==> src/rtl/tdc_ctrl_pkg.sv <==
// ============================================================================
// tdc_ctrl_pkg : shared state encoding and default timing for the TDC sequencer
// Rev 1.0
// ============================================================================
`default_nettype none

package tdc_ctrl_pkg;

   typedef enum logic [2:0] {
      IDLE    = 3'd0,
      CLR     = 3'd1,
      ARM     = 3'd2,
      SETTLE  = 3'd3,
      CAPTURE = 3'd4,
      HOLD    = 3'd5,
      CAL     = 3'd6
   } state_t;

   localparam int DEF_WIDTH      = 32;
   localparam int DEF_CLR_CYC    = 2;
   localparam int DEF_SETTLE_CYC = 8;
   localparam int DEF_CNT_W      = 8;

   // Raw code reported when the start edge outran the whole cascade window
   localparam logic [DEF_WIDTH-1:0] SAT_CODE = {DEF_WIDTH{1'b1}};

endpackage

`default_nettype wire

==> src/rtl/tdc_ctrl_timer.sv <==
// ============================================================================
// tdc_ctrl_timer : loadable down-counter that times the CLR and SETTLE phases
// Rev 1.0
// ============================================================================
`default_nettype none

module tdc_ctrl_timer #(
   parameter int CNT_W = 8
) (
   input  logic             clk,
   input  logic             rst,
   input  logic             load,
   input  logic [CNT_W-1:0] load_val,
   input  logic             dec,
   output logic             zero
);

   logic [CNT_W-1:0] cnt;

   always_ff @(posedge clk) begin
      if (!rst) begin
         cnt <= '0;
      end else if (load) begin
         cnt <= load_val;
      end else if (dec && (cnt != '0)) begin
         cnt <= cnt - 1'b1;
      end
   end

   assign zero = (cnt == '0);

endmodule

`default_nettype wire

==> src/rtl/tdc_ctrl.sv <==
// ============================================================================
// tdc_ctrl : clear/launch/settle/capture sequencer for one cascaded TDC.
// Optional zero-offset calibration enabled by defining TDC_CTRL_ZERO_CAL_EN.
// Rev 1.0
// ============================================================================
`default_nettype none

module tdc_ctrl
   import tdc_ctrl_pkg::*;
#(
   parameter int WIDTH      = DEF_WIDTH,
   parameter int CLR_CYC    = DEF_CLR_CYC,
   parameter int SETTLE_CYC = DEF_SETTLE_CYC,
   parameter int CNT_W      = DEF_CNT_W
) (
   input  logic             clk,
   input  logic             rst,
   input  logic             req_valid,
   output logic             req_ready,
   output logic             tdc_rst,
   output logic             tdc_start,
   input  logic [WIDTH-1:0] tdc_out,
   output logic             res_valid,
   input  logic             res_ready,
   output logic [WIDTH-1:0] res_data,
   output logic             res_sat,
   output logic             busy
`ifdef TDC_CTRL_ZERO_CAL_EN
   ,
   input  logic             cal_req
`endif
);

   // CLR is entered with the timer already loaded, so it needs one less count
   localparam logic [CNT_W-1:0] CLR_LOAD    = CNT_W'(CLR_CYC - 1);
   localparam logic [CNT_W-1:0] SETTLE_LOAD = CNT_W'(SETTLE_CYC);
   localparam logic [WIDTH-1:0] SAT         = {WIDTH{1'b1}};

   state_t           state;
   logic             cal_mode;
   logic             accept;
   logic             cal_go;
   logic             tmr_load;
   logic             tmr_dec;
   logic [CNT_W-1:0] tmr_val;
   logic             tmr_zero;
   logic [WIDTH-1:0] corr;

`ifdef TDC_CTRL_ZERO_CAL_EN
   logic [WIDTH-1:0] ofs;

   assign cal_go = cal_req & req_ready;
   assign corr   = (tdc_out >= ofs) ? (tdc_out - ofs) : '0;

   always_ff @(posedge clk) begin
      if (!rst) begin
         ofs <= '0;
      end else if (state == CAL) begin
         ofs <= tdc_out;
      end
   end
`else
   assign cal_go = 1'b0;
   assign corr   = tdc_out;
`endif

   // Calibration wins when both requests arrive together
   assign accept = req_valid & req_ready & ~cal_go;

   always_comb begin
      tmr_load = 1'b0;
      tmr_dec  = 1'b0;
      tmr_val  = CLR_LOAD;
      case (state)
         IDLE:    tmr_load = accept | cal_go;
         ARM: begin
            tmr_load = 1'b1;
            tmr_val  = SETTLE_LOAD;
         end
         CLR,
         SETTLE:  tmr_dec  = 1'b1;
         default: tmr_load = 1'b0;
      endcase
   end

   tdc_ctrl_timer #(
      .CNT_W(CNT_W)
   ) u_timer (
      .clk      (clk),
      .rst      (rst),
      .load     (tmr_load),
      .load_val (tmr_val),
      .dec      (tmr_dec),
      .zero     (tmr_zero)
   );

   always_ff @(posedge clk) begin
      if (!rst) begin
         state     <= IDLE;
         cal_mode  <= 1'b0;
         req_ready <= 1'b0;
         tdc_rst   <= 1'b0;
         tdc_start <= 1'b0;
         res_valid <= 1'b0;
         res_data  <= '0;
         res_sat   <= 1'b0;
         busy      <= 1'b0;
      end else begin
         case (state)
            IDLE: begin
               tdc_start <= 1'b0;
               if (cal_go || accept) begin
                  state     <= CLR;
                  cal_mode  <= cal_go;
                  req_ready <= 1'b0;
                  tdc_rst   <= 1'b0;
                  busy      <= 1'b1;
               end else begin
                  req_ready <= 1'b1;
                  tdc_rst   <= 1'b1;
               end
            end
            CLR: begin
               if (tmr_zero) begin
                  state     <= ARM;
                  tdc_rst   <= 1'b1;
                  tdc_start <= 1'b1;
               end
            end
            ARM: begin
               state <= SETTLE;
            end
            SETTLE: begin
               if (tmr_zero) begin
                  state     <= cal_mode ? CAL : CAPTURE;
                  tdc_start <= 1'b0;
               end
            end
            CAPTURE: begin
               state     <= HOLD;
               res_data  <= corr;
               res_sat   <= (tdc_out == SAT);
               res_valid <= 1'b1;
            end
            HOLD: begin
               if (res_ready) begin
                  state     <= IDLE;
                  res_valid <= 1'b0;
                  req_ready <= 1'b1;
                  busy      <= 1'b0;
               end
            end
            CAL: begin
               state     <= IDLE;
               cal_mode  <= 1'b0;
               req_ready <= 1'b1;
               busy      <= 1'b0;
            end
            default: begin
               state     <= IDLE;
               req_ready <= 1'b0;
               tdc_rst   <= 1'b1;
               tdc_start <= 1'b0;
               res_valid <= 1'b0;
               busy      <= 1'b0;
            end
         endcase
      end
   end

endmodule

`default_nettype wire

==> config.mk <==
export PLATFORM = sky130hd
export DESIGN_NAME = tdc_ctrl
export DESIGN_NICKNAME = d
export VERILOG_FILES = /design/src/rtl/tdc_ctrl_pkg.sv /design/src/rtl/tdc_ctrl_timer.sv /design/src/rtl/tdc_ctrl.sv
export SDC_FILE = /design/constraint.sdc
export NUM_CORES = 1
export LEC_CHECK = 0
export BUFFER_PORTS_ARGS = -buffer_cell sky130_fd_sc_hd__buf_2
export CAP_MARGIN = 40
export CELL_PAD_IN_SITES_DETAIL_PLACEMENT = 1
export CELL_PAD_IN_SITES_GLOBAL_PLACEMENT = 1
export CORE_MARGIN = 2
export CORE_UTILIZATION = 37
export CTS_BUF_LIST = sky130_fd_sc_hd__clkbuf_2
export DETAILED_ROUTE_END_ITERATION = 7
export PLACE_DENSITY = 0.88
export SYNTH_ARGS = -nofsm -noshare
export SYNTH_HDL_FRONTEND = slang
export SYNTH_SLANG_ARGS = --single-unit
==> constraint.sdc <==
create_clock -name clk -period 2.1 [get_ports clk]
set_clock_uncertainty 0.1 [all_clocks]
set_input_delay 0.21 -clock clk [delete_from_list [all_inputs] [get_ports clk]]
set_output_delay 0.21 -clock clk [all_outputs]
set_load 0.005 [all_outputs]
# Word level (Yosys, flattened, before mapping)
# Cells that the tools add are included.
# op_classes
bitwise_logic	5
eq_ne	11
n_reduce_logical	18
add_sub_neg	1
mux	24
# ops
operator	n
$eq 32x32->1 const B	1
$pmux 3 s6	1
$mux 8	2
$mux 3	4
$pmux 1 s3	4
$reduce_or 5->1	2
$eq 3x3->1 const B	3
$logic_not 8->1	1
$mux 1	8
$ne 2x2->1 const B	4
$reduce_and 2->1	4
$reduce_bool 8->1	1
$reduce_or 4->1	2
$sub 8x1->8 const B	1
$eq 3x2->1 const B	2
$reduce_and 3->1	2
$mux 4	1
$not 1->1	4
$pmux 1 s2	2
$pmux 1 s4	1
$reduce_and 4->1	1
$reduce_bool 2->1	2
$eq 3x1->1 const B	1
$logic_not 3->1	1
4 further kinds	4
# totals
regBits	50

# Depth between registers and ports, before layout
# Gate-level depths: netlist (run 1).
# depth
depth_word	6
mapped_depth	7
depth_no_buf	6

# Hierarchy
# From an unflattened synthesis (run 1), not the netlist that was laid out.
# hier_totals
hier_cells	271
area_unflattened_um2	2243.4
# modules_own_cells
module	instances	area_each_um2	seq_area_each_um2	cells_each
tdc_ctrl	1	1735.4	820.8	213
tdc_ctrl_timer	1	508.0	160.2	58

# Worst setup path before layout (run 1)
# Ideal clock, no wire load.
# synth_timing
path_type	reg2reg
startpoint	register u_timer.cnt[0]
endpoint	register u_timer.cnt[3]
t_arrival_ns	1.543
path_stages_with_launch	7
synth_period_minus_slack_ns	1.765
setup_ns	0.122
path_buffers	0
slack_ns	0.335
path_cell_list	dfxtp_1 inv_1 ha_1 or4b_4 o21ai_4 nor3_2 a311o_1
# synth_between
elab_chain_len	3
# synth_lines
item	line	source
from (decl)	tdc_ctrl_timer.sv:18	logic [CNT_W-1:0] cnt;
from (signal assigned)	tdc_ctrl_timer.sv:24	cnt <= load_val;
from (signal assigned)	tdc_ctrl_timer.sv:26	cnt <= cnt - 1'b1;
$sub 8x1->8 or $reduce_bool 8->1 (tied branches)	tdc_ctrl_timer.sv:26, tdc_ctrl_timer.sv:25	
$mux 8 or $logic_and 1x1->1 (tied branches)	tdc_ctrl_timer.sv:25	end else if (dec && (cnt != '0)) begin
$mux 8 or $reduce_bool 2->1 (tied branches)	-	
# Parallel ways exist; a longest one is shown, timed or not. The select of a mux whose other input is x is not followed.
# A chain may end at the register's enable or synchronous reset.

# Worst setup path in the final report (run 1)
# Same ends and word-level chain as after synthesis.

==> results of run 1 <==
through the flow:
stage                     power (uW)  instances  worst slack [ns]  area [um^2]  hold slack [ns]
after floorplan                 1839        264            0.3352         2220           0.2448
after global placement          2110        402            0.2611         2666           0.3375
after detailed placement        2162        402            0.1590         2666           0.3433
after CTS                       2609        443            0.1369         3039          0.06068
after global routing            2799        445           0.02416         3044          0.06480
final                           2630        445            0.1150         3044          0.06735
final cells by class:
type	instances	area [um^2]
clock buffer	5	25.02
antenna	2	5.005
timing repair buffer	115	763.2
multi-input combinational	191	1140
inverter	5	18.77
fill	725	2806
clock inverter	3	17.52
sequential	49	980.9
tap	75	93.84
metal layers:
layer | track usage [%] | part of all wire (%)
met5 | 0 | 0
met4 | 16.10 | 5.3
met3 | 4.505 | 4.0
met2 | 47.21 | 52
met1 | 25.90 | 39
registers in the layout, summed over array words and instances (netlist names):
| signal | count |
|---|---|
| busy | 1 |
| req_ready | 1 |
| res_data | 32 |
| res_sat | 1 |
| res_valid | 1 |
| state | 3 |
| tdc_rst | 1 |
| tdc_start | 1 |
| u_timer.cnt | 8 |
kinds of logic (layout without fill, tap and decap cells):
group	count (synthesis)	in the layout
adders and majority gates	2	2
DFF	49	49
AOI/OAI and AO/OA	68	68
other	0	2
muxes	1	1
xor gates and xnor gates	4	4
and+or+nand+nor	116	116
buffers and inverters	24	128
cell usage after synthesis (3+ instances only):
master    instances
a21boi_0         23
a21boi_1         12
a21oi_1           7
buf_2             6
clkbuf_1         11
dfxtp_1          49
inv_1             5
nand2_1          68
nand2b_1          3
nand3_1           5
nand4_1           7
nor2_1           12
nor2b_1           3
nor4_1            3
o211ai_1          6
o21ai_0           6
or4_1             3
xor2_1            4
worst max-delay path: stages (launching register included):
cell     delay, ns
dfxtp_1       0.41
inv_1         0.12
ha_1          0.18
or4b_4        0.51
o21ai_4       0.24
nor3_2        0.08
a311o_1       0.27
final timing paths:
path / startpoint / end / slack (ns) / cells past startpoint
worst max register to register: u_timer.cnt[0]$_SDFFE_PN0P_ / u_timer.cnt[3]$_SDFFE_PN0P_ / 0.12 / 6
worst min register to register: res_data[1]$_SDFFE_PN0P_ / res_data[1]$_SDFFE_PN0P_ / 0.37 / 2
worst min-delay path: res_ready / state[0]$_SDFFE_PN0P_ / 0.07 / 4
worst max-delay path: u_timer.cnt[0]$_SDFFE_PN0P_ / u_timer.cnt[3]$_SDFFE_PN0P_ / 0.12 / 6
power by group through the flow:
stage	Combinational, uW	Sequential [uW]	Clock, uW
floorplan	699	1140	0
global placement	933	1180	0
detailed placement	976	1190	0
CTS	1030	1170	413
global route	1150	1190	458
finish	1050	1170	407
what timing repair did:
item                                   4_1_cts  5_1_grt
endpoints found under the hold margin       34        0
hold buffers                                33        0
resized for setup                            0        0
==> impl_metrics.ini, run 1 <==
[synthesis]
muxShareOfSynthArea_pct = 0.5073
synth_top_family_by_area = simple AND/OR/NAND/NOR gates
synth_top_cell_area_share_pct = 44.19
yosysUniqueCellTypes = 45
dominantRegCellSynth = dfxtp_1
synth-edff-count = 0
synthAdderAreaFrac_pct = 1.127
synth_fp_nets = 302
yosys.area.top_type = dfxtp_1
synth-simple-area-share_pct = 25.08
synth-xor-area-share_pct = 1.578
ys_seq_area_share_pct = 44.19
synth.avg_cell_area_um2 = 8.408
synthCells = 264
ys_seq_elements = 49
syn-cell-area_um2 = 2220
synth_warnings = 0
synth_area_leaders = dfxtp_1 (44%), nand2_1 (11%), a21boi_0 (7.8%)
async_flop_share_pct = 0
synth-compound-area-share_pct = 22.94

[power_and_ir_drop]
p_sw_share_pct = 39.60
clock_power_share_pct = 15.5
seqPwrFrac_pct = 44.6
cellPowerDensity_nw_per_um2 = 863.9
power.leakage_uw = 0.001252
intPower_uw = 1589
p_comb_share_pct = 39.9
ir_drop_mv = 0.5801
power_switching_uw = 1041

[detailed_routing]
first_pass_iters = 4
vias = 2406
drcViolationCount = 0
ant_nets = 0
totalWireLength_um = 8112
drt_iter0_markers = 92
detail_route.vias_per_cell = 5.407
wl_per_cell_um = 18.23

[min_path]
holdCritPathClass = in -> reg

[timing]
slew_headroom_pct = 67.42
setup_viol_count_final = 0
fmax_mhz = 503.8
worst_pin_slew_ns = 0.4819
slew_viol_final = 0
hold_violations = 0
rsz0062_at_grt = no
period_minus_slack_ns = 1.985
tns_ns = 0
fin_crit_sh_pct = 94.52

[layout]
final_util_pct = 52.03
final_cell_mix = buf_2 (73), nand2_1 (68), dfxtp_1 (49)
fin_nets = 405
area_growth_syn_to_layout_pct = 37.15
final_common_cell = buf_2
drive_above_1_share_pct = 27.17

[floorplanning]
ios = 74
die_y_um = 81.46
num_rows = 28
die_w_um = 81.46
core_um2 = 5851
fp.dieArea_um2 = 6635
initial_core_util_pct = 37.94

[global_routing]
grt_first_pass_wirelength_um = 12540
grt_max_degree = 33
track_usage_pct = 25.35
gr-total-overflow = 0
grt_pass1_vias = 2520
antenna_found_initial = 2

[place]
place_hpwl_um = 4545
io_buffer_count = 73
gp_congestion = 0.8437

[clock_network]
cts_num_sinks = 49
clk_latency_ns = 0.42
cts_setup_buffers = 0
root_buffer = clkbuf_2
cts_inserted_buffers = 5
cts_tree = done
clkTransAtPathRegs_ns = 0.25
htree_num_levels = 2
cts_buffer_depth = 2

[run_status]
status = completed

[setup_path]
arrival_ns = 2.24
required_ns = 2.35
start_kind = flip-flop
critPathMaxFanout = 6
critical_path_class = reg -> reg
worst_setup_path_end_kind = flip-flop

[flow_run]
max_cap_viol_count = 0
(Power assumes the default switching activity.)
==> run 2, diff against run 1 <==
--- a/config.mk
+++ b/config.mk
@@ -5,14 +5,14 @@
 export SDC_FILE = /design/constraint.sdc
 export NUM_CORES = 1
 export LEC_CHECK = 0
-export BUFFER_PORTS_ARGS = -buffer_cell sky130_fd_sc_hd__buf_2
 export CAP_MARGIN = 40
 export CELL_PAD_IN_SITES_DETAIL_PLACEMENT = 1
 export CELL_PAD_IN_SITES_GLOBAL_PLACEMENT = 1
 export CORE_MARGIN = 2
-export CORE_UTILIZATION = 37
+export CORE_UTILIZATION = 47
 export CTS_BUF_LIST = sky130_fd_sc_hd__clkbuf_2
 export DETAILED_ROUTE_END_ITERATION = 7
+export DONT_BUFFER_PORTS = 1
 export PLACE_DENSITY = 0.88
 export SYNTH_ARGS = -nofsm -noshare
 export SYNTH_HDL_FRONTEND = slang
==> impl_metrics.ini, run 2 (same netlist as run 1, synthesis figures left out) <==
[timing]
setup_viol_count_final = 0
hold_violations = 0
slew_headroom_pct = 64.56
fin_crit_sh_pct = 93.62
tns_ns = 0
period_minus_slack_ns = 1.966
worst_pin_slew_ns = 0.5258
rsz0062_at_grt = no
fmax_mhz = 508.6
slew_viol_final = 0

[detailed_routing]
drcViolationCount = 0
detail_route.vias_per_cell = 5.856
wl_per_cell_um = 19.11
vias = 2067
first_pass_iters = 4
totalWireLength_um = 6745
drt_iter0_markers = 69
ant_nets = 0

[power_and_ir_drop]
ir_drop_mv = 0.5205
power_switching_uw = 1033
p_sw_share_pct = 38.16
p_comb_share_pct = 37.1
cellPowerDensity_nw_per_um2 = 992.0
seqPwrFrac_pct = 43.8
power.leakage_uw = 0.0009394
intPower_uw = 1673
clock_power_share_pct = 19.1

[layout]
area_growth_syn_to_layout_pct = 22.89
final_cell_mix = nand2_1 (68), dfxtp_1 (49), dlygate4sd3_1 (36)
final_common_cell = nand2_1
drive_above_1_share_pct = 9.699
antenna_cells = 0
fin_nets = 336
largest_register_ffs = 32
largestRegisters = res_data: 32 flops, u_timer.cnt: 8 flops, state: 3 flops
final_cells = 353
regMostFlops = res_data

[min_path]
min-delay-start = res_ready
holdCritPathClass = in -> reg
hold_end = res_valid$_SDFFE_PN0P_
hold_depth = 4

[clock_network]
root_buffer = clkbuf_2
cts_buffer_depth = 2
cts_inserted_buffers = 5
cts_tree = done
htree_num_levels = 2
cts_num_sinks = 49
clkTransAtPathRegs_ns = 0.22
clk_latency_ns = 0.43

[floorplanning]
ios = 74
die_w_um = 72.72
core_um2 = 4629
num_rows = 25
initial_core_util_pct = 47.95
die_y_um = 72.72
fp.dieArea_um2 = 5288

[setup_path]
worst_setup_path_end_kind = flip-flop
rrSetupSlack_ns = 0.13
critPathMaxFanout = 5
required_ns = 2.34
timing.rr.end = u_timer.cnt[0]$_SDFFE_PN0P_
arrival_ns = 2.21
start_kind = flip-flop
critical_path_class = reg -> reg
ff2ff_path_depth = 6
worst_r2r_startpoint = u_timer.cnt[0]$_SDFFE_PN0P_

[global_routing]
antenna_found_initial = 0
gr-total-overflow = 0
track_usage_pct = 26.78
grt_pass1_vias = 2124
grt_first_pass_wirelength_um = 10880
grt_max_degree = 45

[flow_run]
max_cap_viol_count = 0

[run_status]
status = completed

[place]
placedCellCount = 308
io_buffer_count = 0
gp_congestion = 0.8924
place_hpwl_um = 4008
[run 2: changes by cell type in the layout (fill, tap and decap cells not counted), sizes merged]
cell         change
buf             -72
dlygate4sd3      +3
diode            -2
bufinv           +1
clkbuf           +1
clkinv           -1
clkinvlp         -1
[run 2: cell type report]
type	count	area, um^2
well taps	54	67.56
inverters	5	18.77
repair buffers	46	447.9
clock inverters	2	38.79
multi-input cells	191	1144
fillers	542	1902
clock buffers	6	30.03
flip-flops and latches	49	980.9
[run 2: repair_timing]
item,4_1_cts,5_1_grt
buffers inserted,0,0
hold buffers,37,0
endpoints found under the hold margin,48,0
setup endpoints to repair,0,2
resized for setup,0,1
[run 2: worst max path at each step]
stage	startpoint	to	depth (start not counted)
after floorplan	u_timer.cnt[0]$_SDFFE_PN0P_	u_timer.cnt[3]$_SDFFE_PN0P_	6
after CTS	u_timer.cnt[0]$_SDFFE_PN0P_	u_timer.cnt[3]$_SDFFE_PN0P_	6
after detailed placement	u_timer.cnt[0]$_SDFFE_PN0P_	u_timer.cnt[3]$_SDFFE_PN0P_	6
after global placement	u_timer.cnt[0]$_SDFFE_PN0P_	u_timer.cnt[3]$_SDFFE_PN0P_	6
final	u_timer.cnt[0]$_SDFFE_PN0P_	u_timer.cnt[0]$_SDFFE_PN0P_	6
after global routing	u_timer.cnt[1]$_SDFFE_PN0P_	u_timer.cnt[0]$_SDFFE_PN0P_	6
[run 2: power by group through the flow]
stage | clock [uW] | combinational [uW] | sequential, uW
after CTS | 533 | 955 | 1180
final | 516 | 1000 | 1190
after global routing | 575 | 1110 | 1200
after floorplan | 0 | 699 | 1140
after detailed placement | 0 | 870 | 1190
after global placement | 0 | 830 | 1190
[run 2: metal layers]
metal	GRT usage [%]	routed length, um	vias up
met5	0	0	-
met4	8.642	151	0
met3	6.492	311	14
met2	47.47	3531	67
met1	31.64	2750	1000
li1	-	-	986
[run 2: metrics by stage]
step	instance area [um^2]	hold slack [ns]	total power, uW	worst slack (ns)	utilization (%)
after floorplan	2220	0.2448	1839	0.3352	-
after global placement	2275	0.2357	2018	0.2608	49.14
after detailed placement	2275	0.2493	2064	0.1769	49.14
after CTS	2724	0.01264	2663	0.1405	58.84
after global routing	2728	0.08893	2885	0.01500	58.92
final	2728	0.09850	2706	0.1339	58.92
[run 2: critical path, stage by stage (launching register included)]
cell and delay (ns):
dfxtp_1 0.41, inv_1 0.13, ha_1 0.16, nor4b_2 0.44, a21oi_1 0.15, mux2_2 0.29
a21oi_1 0.21
